**src/rtl/jogo_sequencia_param_if.sv**
```systemverilog
// Port bundle of the sequence-memory game core.
// master drives the player side, slave is the game core.
interface jogo_sequencia_param_if #(
  parameter int N_BOTOES = 4
);
  logic                jogar;
  logic                dificuldade;
  logic [15:0]         semente;
  logic [N_BOTOES-1:0] botoes;
  logic [N_BOTOES-1:0] leds;
  logic                ganhou;
  logic                perdeu;
  logic                timeout;
  logic                pronto;
  logic [3:0]          db_estado;
  logic [5:0]          db_rodada;
  logic [5:0]          db_jogada;

  modport master (
    output jogar, dificuldade, semente, botoes,
    input  leds, ganhou, perdeu, timeout, pronto,
    input  db_estado, db_rodada, db_jogada
  );

  modport slave (
    input  jogar, dificuldade, semente, botoes,
    output leds, ganhou, perdeu, timeout, pronto,
    output db_estado, db_rodada, db_jogada
  );
endinterface

```
**src/rtl/jogo_sequencia_param.sv**
```systemverilog
// Sequence-memory game core: LFSR sequence, LED display, press checking.
// Define JOGO_REPETE_EN to grant one replay of the round per game.
module jogo_sequencia_param #(
  parameter int N_BOTOES     = 4,
  parameter int PROFUNDIDADE = 16,
  parameter int LIMITE_FACIL = 8,
  parameter int T_MOSTRA     = 1000,
  parameter int T_PAUSA      = 500,
  parameter int T_TIMEOUT    = 5000
) (
  input logic clock,
  input logic reset,
  jogo_sequencia_param_if.slave bus
);
  localparam int LG    = (N_BOTOES > 1) ? $clog2(N_BOTOES) : 1;
  localparam int T_MP  = (T_MOSTRA > T_PAUSA) ? T_MOSTRA : T_PAUSA;
  localparam int T_MAX = (T_MP > T_TIMEOUT) ? T_MP : T_TIMEOUT;
  localparam int TW    = $clog2(T_MAX + 1);

  localparam logic [3:0] INICIAL     = 4'h0;
  localparam logic [3:0] PREPARA     = 4'h1;
  localparam logic [3:0] PAUSA       = 4'h2;
  localparam logic [3:0] MOSTRA      = 4'h3;
  localparam logic [3:0] ESPERA      = 4'h4;
  localparam logic [3:0] REGISTRA    = 4'h5;
  localparam logic [3:0] COMPARA     = 4'h6;
  localparam logic [3:0] PROX_JOGADA = 4'h7;
  localparam logic [3:0] PROX_RODADA = 4'h8;
  localparam logic [3:0] GANHOU      = 4'h9;
  localparam logic [3:0] PERDEU      = 4'hA;

  localparam logic [TW-1:0] FIM_PAUSA  = TW'(T_PAUSA - 1);
  localparam logic [TW-1:0] FIM_MOSTRA = TW'(T_MOSTRA - 1);
  localparam logic [TW-1:0] FIM_ESPERA = TW'(T_TIMEOUT - 1);
  localparam logic [6:0]    LIM_DIF    = 7'(PROFUNDIDADE);
  localparam logic [6:0]    LIM_FAC    = 7'(LIMITE_FACIL);

  logic [3:0]          est_q, est_d;
  logic [TW-1:0]       tmr_q, tmr_d;
  logic [15:0]         lfsr_q, lfsr_d;
  logic [15:0]         seed_q, seed_d;
  logic [6:0]          lim_q, lim_d;
  logic [5:0]          rod_q, rod_d;
  logic [5:0]          idx_q, idx_d;
  logic [N_BOTOES-1:0] jog_q, jog_d;
  logic                to_q, to_d;
`ifdef JOGO_REPETE_EN
  logic                chance_q, chance_d;
`endif
  logic                jogar_q, any_q;

  logic [15:0]         lfsr_nx;
  logic [N_BOTOES-1:0] elem;
  logic                ini, press, mais, vence, acerto;
  logic                falha, por_tempo;

  assign lfsr_nx = {lfsr_q[14:0],
                    lfsr_q[15] ^ lfsr_q[13] ^ lfsr_q[12] ^ lfsr_q[10]};
  assign elem    = N_BOTOES'(1) << lfsr_q[LG-1:0];
  assign ini     = bus.jogar & ~jogar_q;
  assign press   = (|bus.botoes) & ~any_q;
  assign mais    = idx_q < rod_q;
  assign vence   = ({1'b0, rod_q} + 7'd1) == lim_q;
  assign acerto  = jog_q == elem;

  always_comb begin
    est_d     = est_q;
    tmr_d     = '0;
    lfsr_d    = lfsr_q;
    seed_d    = seed_q;
    lim_d     = lim_q;
    rod_d     = rod_q;
    idx_d     = idx_q;
    jog_d     = jog_q;
    to_d      = to_q;
    falha     = 1'b0;
    por_tempo = 1'b0;
`ifdef JOGO_REPETE_EN
    chance_d  = chance_q;
`endif
    case (est_q)
      INICIAL, GANHOU, PERDEU:
        if (ini) begin
          est_d  = PREPARA;
          seed_d = (bus.semente == 16'h0) ? 16'hACE1 : bus.semente;
          lim_d  = bus.dificuldade ? LIM_DIF : LIM_FAC;
        end
      PREPARA: begin
        est_d    = PAUSA;
        lfsr_d   = seed_q;
        rod_d    = '0;
        idx_d    = '0;
        to_d     = 1'b0;
`ifdef JOGO_REPETE_EN
        chance_d = 1'b1;
`endif
      end
      PAUSA:
        if (tmr_q == FIM_PAUSA) est_d = MOSTRA;
        else tmr_d = tmr_q + 1'b1;
      MOSTRA:
        if (tmr_q != FIM_MOSTRA) begin
          tmr_d = tmr_q + 1'b1;
        end else if (mais) begin
          est_d  = PAUSA;
          idx_d  = idx_q + 6'd1;
          lfsr_d = lfsr_nx;
        end else begin
          est_d  = ESPERA;
          idx_d  = '0;
          lfsr_d = seed_q;
        end
      ESPERA:
        if (press) begin
          est_d = REGISTRA;
        end else if (tmr_q == FIM_ESPERA) begin
          falha     = 1'b1;
          por_tempo = 1'b1;
        end else begin
          tmr_d = tmr_q + 1'b1;
        end
      REGISTRA: begin
        est_d = COMPARA;
        jog_d = bus.botoes;
      end
      COMPARA:
        unique case (1'b1)
          !acerto:                  falha = 1'b1;
          acerto && mais:           est_d = PROX_JOGADA;
          acerto && !mais && vence: est_d = GANHOU;
          default:                  est_d = PROX_RODADA;
        endcase
      PROX_JOGADA: begin
        est_d  = ESPERA;
        idx_d  = idx_q + 6'd1;
        lfsr_d = lfsr_nx;
      end
      PROX_RODADA: begin
        est_d  = PAUSA;
        rod_d  = rod_q + 6'd1;
        idx_d  = '0;
        lfsr_d = seed_q;
      end
      default: est_d = INICIAL;
    endcase
    if (falha) begin
`ifdef JOGO_REPETE_EN
      // first failure replays the round from its first element
      if (chance_q) begin
        chance_d = 1'b0;
        est_d    = PAUSA;
        idx_d    = '0;
        lfsr_d   = seed_q;
      end else begin
        est_d = PERDEU;
        to_d  = por_tempo;
      end
`else
      est_d = PERDEU;
      to_d  = por_tempo;
`endif
    end
  end

  always_ff @(posedge clock) begin
    if (reset) begin
      est_q    <= INICIAL;
      tmr_q    <= '0;
      lfsr_q   <= '0;
      seed_q   <= '0;
      lim_q    <= '0;
      rod_q    <= '0;
      idx_q    <= '0;
      jog_q    <= '0;
      to_q     <= 1'b0;
`ifdef JOGO_REPETE_EN
      chance_q <= 1'b0;
`endif
    end else begin
      est_q    <= est_d;
      tmr_q    <= tmr_d;
      lfsr_q   <= lfsr_d;
      seed_q   <= seed_d;
      lim_q    <= lim_d;
      rod_q    <= rod_d;
      idx_q    <= idx_d;
      jog_q    <= jog_d;
      to_q     <= to_d;
`ifdef JOGO_REPETE_EN
      chance_q <= chance_d;
`endif
    end
  end

  // edge history keeps sampling through reset so a held level never fires
  always_ff @(posedge clock) begin
    jogar_q <= bus.jogar;
    any_q   <= |bus.botoes;
  end

  assign bus.leds      = (est_q == MOSTRA) ? elem :
                         (est_q == ESPERA) ? bus.botoes : '0;
  assign bus.ganhou    = est_q == GANHOU;
  assign bus.perdeu    = est_q == PERDEU;
  assign bus.pronto    = (est_q == GANHOU) || (est_q == PERDEU);
  assign bus.timeout   = to_q;
  assign bus.db_estado = est_q;
  assign bus.db_rodada = rod_q;
  assign bus.db_jogada = idx_q;
endmodule
```
**src/flat_wrapper.sv**
```systemverilog
// flat-port wrapper written by rule: the top's interface ports become plain ports
module jogo_sequencia_param_flat 
#(
  parameter int N_BOTOES     = 4,
  parameter int PROFUNDIDADE = 16,
  parameter int LIMITE_FACIL = 8,
  parameter int T_MOSTRA     = 1000,
  parameter int T_PAUSA      = 500,
  parameter int T_TIMEOUT    = 5000
)
  (clock, reset, bus_jogar, bus_dificuldade, bus_semente, bus_botoes, bus_leds, bus_ganhou, bus_perdeu, bus_timeout, bus_pronto, bus_db_estado, bus_db_rodada, bus_db_jogada);
  jogo_sequencia_param_if #(.N_BOTOES(N_BOTOES)) bus_i ();
  input logic clock;
  input logic reset;
  input wire logic [$bits(bus_i.jogar)-1:0] bus_jogar;
  input wire logic [$bits(bus_i.dificuldade)-1:0] bus_dificuldade;
  input wire logic [$bits(bus_i.semente)-1:0] bus_semente;
  input wire logic [$bits(bus_i.botoes)-1:0] bus_botoes;
  output wire logic [$bits(bus_i.leds)-1:0] bus_leds;
  output wire logic [$bits(bus_i.ganhou)-1:0] bus_ganhou;
  output wire logic [$bits(bus_i.perdeu)-1:0] bus_perdeu;
  output wire logic [$bits(bus_i.timeout)-1:0] bus_timeout;
  output wire logic [$bits(bus_i.pronto)-1:0] bus_pronto;
  output wire logic [$bits(bus_i.db_estado)-1:0] bus_db_estado;
  output wire logic [$bits(bus_i.db_rodada)-1:0] bus_db_rodada;
  output wire logic [$bits(bus_i.db_jogada)-1:0] bus_db_jogada;
  assign bus_i.jogar = bus_jogar;
  assign bus_i.dificuldade = bus_dificuldade;
  assign bus_i.semente = bus_semente;
  assign bus_i.botoes = bus_botoes;
  assign bus_leds = bus_i.leds;
  assign bus_ganhou = bus_i.ganhou;
  assign bus_perdeu = bus_i.perdeu;
  assign bus_timeout = bus_i.timeout;
  assign bus_pronto = bus_i.pronto;
  assign bus_db_estado = bus_i.db_estado;
  assign bus_db_rodada = bus_i.db_rodada;
  assign bus_db_jogada = bus_i.db_jogada;
  jogo_sequencia_param #(.N_BOTOES(N_BOTOES), .PROFUNDIDADE(PROFUNDIDADE), .LIMITE_FACIL(LIMITE_FACIL), .T_MOSTRA(T_MOSTRA), .T_PAUSA(T_PAUSA), .T_TIMEOUT(T_TIMEOUT)) u_core (.clock(clock), .reset(reset), .bus(bus_i));
endmodule
```
**config.mk**
```make
export PLATFORM = sky130hd
export DESIGN_NAME = jogo_sequencia_param_flat
export DESIGN_NICKNAME = d
export VERILOG_FILES = /design/src/rtl/jogo_sequencia_param_if.sv /design/src/rtl/jogo_sequencia_param.sv /design/src/flat_wrapper.sv
export SDC_FILE = /design/constraint.sdc
export NUM_CORES = 1
export LEC_CHECK = 0
export CELL_PAD_IN_SITES_DETAIL_PLACEMENT = 1
export CELL_PAD_IN_SITES_GLOBAL_PLACEMENT = 2
export CORE_MARGIN = 1.5
export CORE_UTILIZATION = 35
export DETAILED_ROUTE_END_ITERATION = 10
export GPL_ROUTABILITY_DRIVEN = 0
export PLACE_DENSITY = 0.82
export SYNTH_ARGS = -nofsm -noshare
export SYNTH_HDL_FRONTEND = slang
export SYNTH_SLANG_ARGS = --single-unit
```
**constraint.sdc**
```tcl
create_clock -name clock -period 4.14 [get_ports clock]
set_input_delay 0.828 -clock clock [delete_from_list [all_inputs] [get_ports clock]]
set_output_delay 0.828 -clock clock [all_outputs]
set_load 0.02 [all_outputs]
```
==> flow_summary.toml, run 1 <==
[setup_path]
rr_worst_depth = 7
start_kind = "register"
reg2reg_from = "u_core.bus.db_rodada[3]"
reg2reg_to = "u_core.lfsr_q[15]"
criticalPathCategory = "register to output port"
slowest_stage = "dfxtp_1"
critPathMaxStageDelay_ns = 0.83
required_ns = 3.31
timing.reg2reg.setup_slack_ns = 1.23
crit_chain = "nor2b_1 > nand2_1 > o31ai_1 > clkdlybuf4s50_1"
critPathMaxFanout = 22
endpoint_kind = "output port"
critical_path_arrival_ns = 2.59

[clocking]
cts_setup_buffers = 0
clk_path_buf_depth = 2
numCtsBuffers = 9
clockRootBuffer = "clkbuf_8"
path_clk_slew_ns = 0.08
cts_sinks = 70
tritoncts = "yes"
clkLatencyLatePin_ns = 0.34
cts_max_level = 3
holdBufCountCts = 0
cts_resized = 0

[timing]
maxSlewViolCount = 0
worst_slew_pin_slew_ns = 1.10
min_period_over_period = 0.826
tns_ns = 0
slew_headroom = 0.263
layout_min_cycle_time_ns = 3.42
fin_ws_ns = 0.722
fin_skew_ns = 0.0103
hold_violations = 0
fmax_mhz = 293
setup_violations = 0
rsz0062_at_grt = "false"

[worst_hold_path]
min_from = "u_core.tmr_q[0]"
worstHoldPathType = "register to register"
whs_endpoint = "u_core.tmr_q[0]"
holdPathStages = 1

[flow_run]
max_cap_viol_count = 0

[synthesis]
seq_area_frac_synth = 0.387
async_flop_share = 0
synth-seq-cells = 70
yosys_warnings = 0
synth-edff-count = 0
avgSynthCellArea_um2 = 8.19
syn-num-nets = 475
synth_top_area_cell = "dfxtp_1"
synth_top_area_share = 0.387
yosysUniqueCellTypes = 63
synthCells = 442
ys.flop_type = "dfxtp_1"
synth_area_um2 = 3620
yosys-top-cells-area = "dfxtp_1 39%, nor2_1 8.4%, nand2_1 5.8%"

[final_layout]
final_layout_size_suffix_gt1_frac = 0.0766
final_cell_mix = "81 x nor2_1, 70 x dfxtp_1, 56 x nand2_1"
multi_input_area_um2 = 2060
nets = 512
layout_commonest_cell = "nor2_1"
fillerInstances = 1201
syn2layout_area_growth_pct = 22.0
diodes = 0
post-route-util = 0.446
seqCellArea_um2 = 1400

[drt]
dr.pass1.iters = 4
vias = 3266
via_per_inst = 5.30
first_iter_violations = 90
drtAntennaViolNets = 0
wl_per_cell_um = 15.5
finalWirelength_mm = 9.58
drc_errors = 0

[die]
die_h_um = 105
io_pins = 48
fp.dieW_um = 105
fp.dieArea_um2 = 11000
start_util = 0.365
core-area_um2 = 9910
rows = 36

[place]
pre_cts_ws_ns = 1.12
dpl.hpwl_mm = 6.86
io_buffers = 47

[grt]
grt_max_degree = 36
grt_pass1_vias = 3203
antenna_found_initial = 0
grt_pass1_wl_mm = 15.6
grt_usage = 0.176
grt.overflow.total = 0

[power]
peakVddDrop_uv = 224
leakagePower_nw = 1.51
p_per_area_nw_per_um2 = 594

[run_status]
status = "finished, final reports clean"
==> final cells by class <==
type / count / share of cell area
sequential: 70 / 0.317
tap: 133 / 0.0377
clock inverter: 5 / 0.0241
timing repair buffer: 53 / 0.116
clock buffer: 10 / 0.0312
multi-input combinational: 336 / 0.466
inverter: 9 / 0.00765
==> metal layers <==
| layer | track usage | wire length (um) | up-vias |
|---|---|---|---|
| li1 | - | - | 1655 |
| met1 | 0.239 | 4850 | 1553 |
| met2 | 0.277 | 4360 | 52 |
| met3 | 0.0318 | 276 | 6 |
| met4 | 0.0626 | 83 | 0 |
| met5 | 0 | 0 | - |
==> logic make-up (layout without fill, tap and decap cells) <==
logic type / count (synthesis) / after routing / share of synthesized area
fa+ha+maj: 9 / 9 / 0.0311
flops: 70 / 70 / 0.387
buf+inv: 36 / 77 / 0.0439
xor+xnor: 20 / 20 / 0.0484
mux: 7 / 7 / 0.0197
compound gates: 81 / 81 / 0.178
simple gates: 219 / 219 / 0.292
==> how the worst max path moves through the flow <==
stage / start / to / depth (start not counted)
finish: u_core.bus.db_estado[1] / bus_leds[0] / 4
global route: u_core.bus.db_estado[1] / bus_leds[0] / 4
detailed placement: u_core.bus.db_estado[1] / bus_leds[0] / 4
global placement: bus_botoes[0] / bus_leds[0] / 4
floorplan: u_core.bus.db_rodada[3] / u_core.lfsr_q[10] / 10
CTS: u_core.bus.db_estado[1] / bus_leds[0] / 4
==> metrics by stage <==
stage | hold WS [ns] | total power [W] | cells | cell area [um^2]
2_1_floorplan | 0.418 | 0.00167 | 442 | 3620
3_3_place_gp | 0.430 | 0.00193 | 601 | 4170
3_5_place_dp | 0.445 | 0.00196 | 601 | 4170
4_1_cts | 0.458 | 0.00265 | 616 | 4420
5_1_grt | 0.480 | 0.00281 | 616 | 4420
6_report | 0.456 | 0.00262 | 616 | 4420
==> Yosys cell counts, types with 3 or more instances <==
master,number
nand2b_1,7
nand2_1,56
mux2i_1,6
xor2_1,11
buf_2,4
ha_1,9
nor2b_1,4
nand4_1,7
a21oi_1,15
and3_1,12
dfxtp_1,70
or2_2,3
a22oi_1,8
a311oi_1,18
nand3_1,8
inv_1,9
clkbuf_1,19
o21ai_0,10
nor2_1,81
nand3b_1,3
nor3_1,14
xnor2_1,9
a211oi_2,4
nor4_1,8
==> power breakdown <==
group / switching [W] / internal (W) / leakage [nW]
Combinational: 0.000577 / 0.000400 / 0.822
Sequential: 0.000165 / 0.000798 / 0.570
Clock: 0.000266 / 0.000416 / 0.119
Total: 0.00101 / 0.00161 / 1.51
==> worst max-delay path: cells and delay by family, from the launching register on <==
family	cells	cell delay [ns]
DFF	1	0.83
buffers and inverters	1	0.64
and+or+nand+nor	2	0.53
AOI/OAI and AO/OA	1	0.23
==> sequential cells by signal, indices dropped and copies added (netlist names) <==
register,cells
u_core.bus.timeout,1
u_core.seed_q,16
u_core.bus.db_jogada,6
u_core.bus.db_estado,4
u_core.lfsr_q,16
u_core.tmr_q,13
u_core.any_q,1
u_core.bus.db_rodada,6
u_core.lim_q,2
u_core.jogar_q,1
u_core.jog_q,4
No activity file was read; power rests on OpenSTA's default activity.
==> run 2: changes to the inputs <==
--- a/config.mk
+++ b/config.mk
@@ -8,10 +8,10 @@
 export CELL_PAD_IN_SITES_DETAIL_PLACEMENT = 1
 export CELL_PAD_IN_SITES_GLOBAL_PLACEMENT = 2
 export CORE_MARGIN = 1.5
-export CORE_UTILIZATION = 35
+export CORE_UTILIZATION = 33
 export DETAILED_ROUTE_END_ITERATION = 10
 export GPL_ROUTABILITY_DRIVEN = 0
-export PLACE_DENSITY = 0.82
+export PLACE_DENSITY = 0.78
 export SYNTH_ARGS = -nofsm -noshare
 export SYNTH_HDL_FRONTEND = slang
 export SYNTH_SLANG_ARGS = --single-unit
==> constraint.sdc (replaced) <==
create_clock -name clock -period 3.5 [get_ports clock]
set_input_delay 0.7 -clock clock [delete_from_list [all_inputs] [get_ports clock]]
set_output_delay 0.7 -clock clock [all_outputs]
set_load 0.02 [all_outputs]
==> flow_summary.toml, run 2 (synthesized netlist as in run 1, its figures left out) <==
[run_status]
status = "finished, final reports clean"

[die]
die_h_um = 108
core-area_um2 = 10700
start_util = 0.337
fp.dieArea_um2 = 11600
io_pins = 48
fp.dieW_um = 108
rows = 38

[worst_hold_path]
worstHoldPathType = "register to register"

[clocking]
cts_sinks = 70
numCtsBuffers = 9
clkLatencyLatePin_ns = 0.35
tritoncts = "yes"
cts_resized = 0
path_clk_slew_ns = 0.08
clockRootBuffer = "clkbuf_8"
holdBufCountCts = 0
cts_max_level = 3
cts_setup_buffers = 0
clk_path_buf_depth = 2

[timing]
min_period_over_period = 0.894
hold_violations = 0
slew_headroom = 0.554
layout_min_cycle_time_ns = 3.13
rsz0062_at_grt = "false"
fmax_mhz = 319
setup_violations = 0
tns_ns = 0
fin_skew_ns = 0.0116
maxSlewViolCount = 0
worst_slew_pin_slew_ns = 0.668

[place]
dp.cells = 612
dpl.hpwl_mm = 6.81
io_buffers = 47

[grt]
grt_pass1_vias = 3252
grt_usage = 0.174
grt_max_degree = 48
grt_pass1_wl_mm = 15.9
antenna_found_initial = 0
grt.overflow.total = 0

[drt]
dr.pass1.iters = 4
wl_per_cell_um = 14.9
first_iter_violations = 123
vias = 3266
drtAntennaViolNets = 0
finalWirelength_mm = 9.33
drc_errors = 0
via_per_inst = 5.20

[final_layout]
fillerInstances = 1277
final_cell_mix = "81 x nor2_1, 70 x dfxtp_1, 56 x nand2_1"
multi_input_area_um2 = 2060
final_layout_size_suffix_gt1_frac = 0.0861
layout_commonest_cell = "nor2_1"
seqCellArea_um2 = 1400
nets = 516
diodes = 0
final_cells = 628
syn2layout_area_growth_pct = 22.1
reg_top3 = "u_core.lfsr_q (16), u_core.seed_q (16), u_core.tmr_q (13)"

[setup_path]
required_ns = 2.80
critical_path_arrival_ns = 2.43
criticalPathCategory = "register to output port"
start_kind = "register"
endpoint_kind = "output port"
critPathMaxFanout = 14

[flow_run]
max_cap_viol_count = 0

[power]
leakagePower_nw = 1.52
peakVddDrop_uv = 218
p_per_area_nw_per_um2 = 679
==> run 2: worst paths after layout <==
path	start	endpoint	slack (ns)	cells after the start
max	u_core.bus.db_estado[0]	bus_pronto	0.37	6
min	u_core.seed_q[2]	u_core.seed_q[2]	0.47	2
max reg2reg	u_core.tmr_q[3]	u_core.lfsr_q[2]	0.94	6
min reg2reg	u_core.seed_q[2]	u_core.seed_q[2]	0.47	2
==> run 2: critical path, cell delays in order, from the launching register on <==
cell and delay (ns):
dfxtp_1 0.63, inv_1 0.25, nor2_1 0.19, nand2_1 0.11, nor2_1 0.18, or2_2 0.13, clkdlybuf4s50_1 0.59
==> run 2: power breakdown <==
| group | switching [W] | internal, W | total, W |
|---|---|---|---|
| Combinational | 0.000712 | 0.000487 | 0.00120 |
| Sequential | 0.000159 | 0.000945 | 0.00110 |
| Clock | 0.000326 | 0.000368 | 0.000695 |
==> run 2: final cells by class <==
type / instances / area share
multi-input cells: 336 / 0.466
flip-flops and latches: 70 / 0.317
repair buffers: 57 / 0.122
well taps: 140 / 0.0396
clock buffers: 11 / 0.0343
clock inverters: 5 / 0.0127
inverters: 9 / 0.00765
==> run 2: through the flow <==
step | hold WS, ns | utilization | power [W] | instance area [um^2] | setup WS (ns)
finish | 0.466 | 0.411 | 0.00300 | 4420 | 0.370
global route | 0.509 | 0.411 | 0.00325 | 4420 | 0.192
CTS | 0.467 | 0.411 | 0.00304 | 4420 | 0.353
detailed placement | 0.455 | 0.392 | 0.00233 | 4210 | 0.740
global placement | 0.440 | 0.392 | 0.00230 | 4210 | 0.806
floorplan | 0.418 | - | 0.00198 | 3620 | 0.935
==> run 2: routing by layer <==
metal | vias up | share of wire | GRT usage
li1 | 1653 | - | -
met1 | 1556 | 0.49 | 0.229
met2 | 42 | 0.46 | 0.286
met3 | 15 | 0.028 | 0.0291
met4 | 0 | 0.015 | 0.0620
met5 | - | 0 | 0
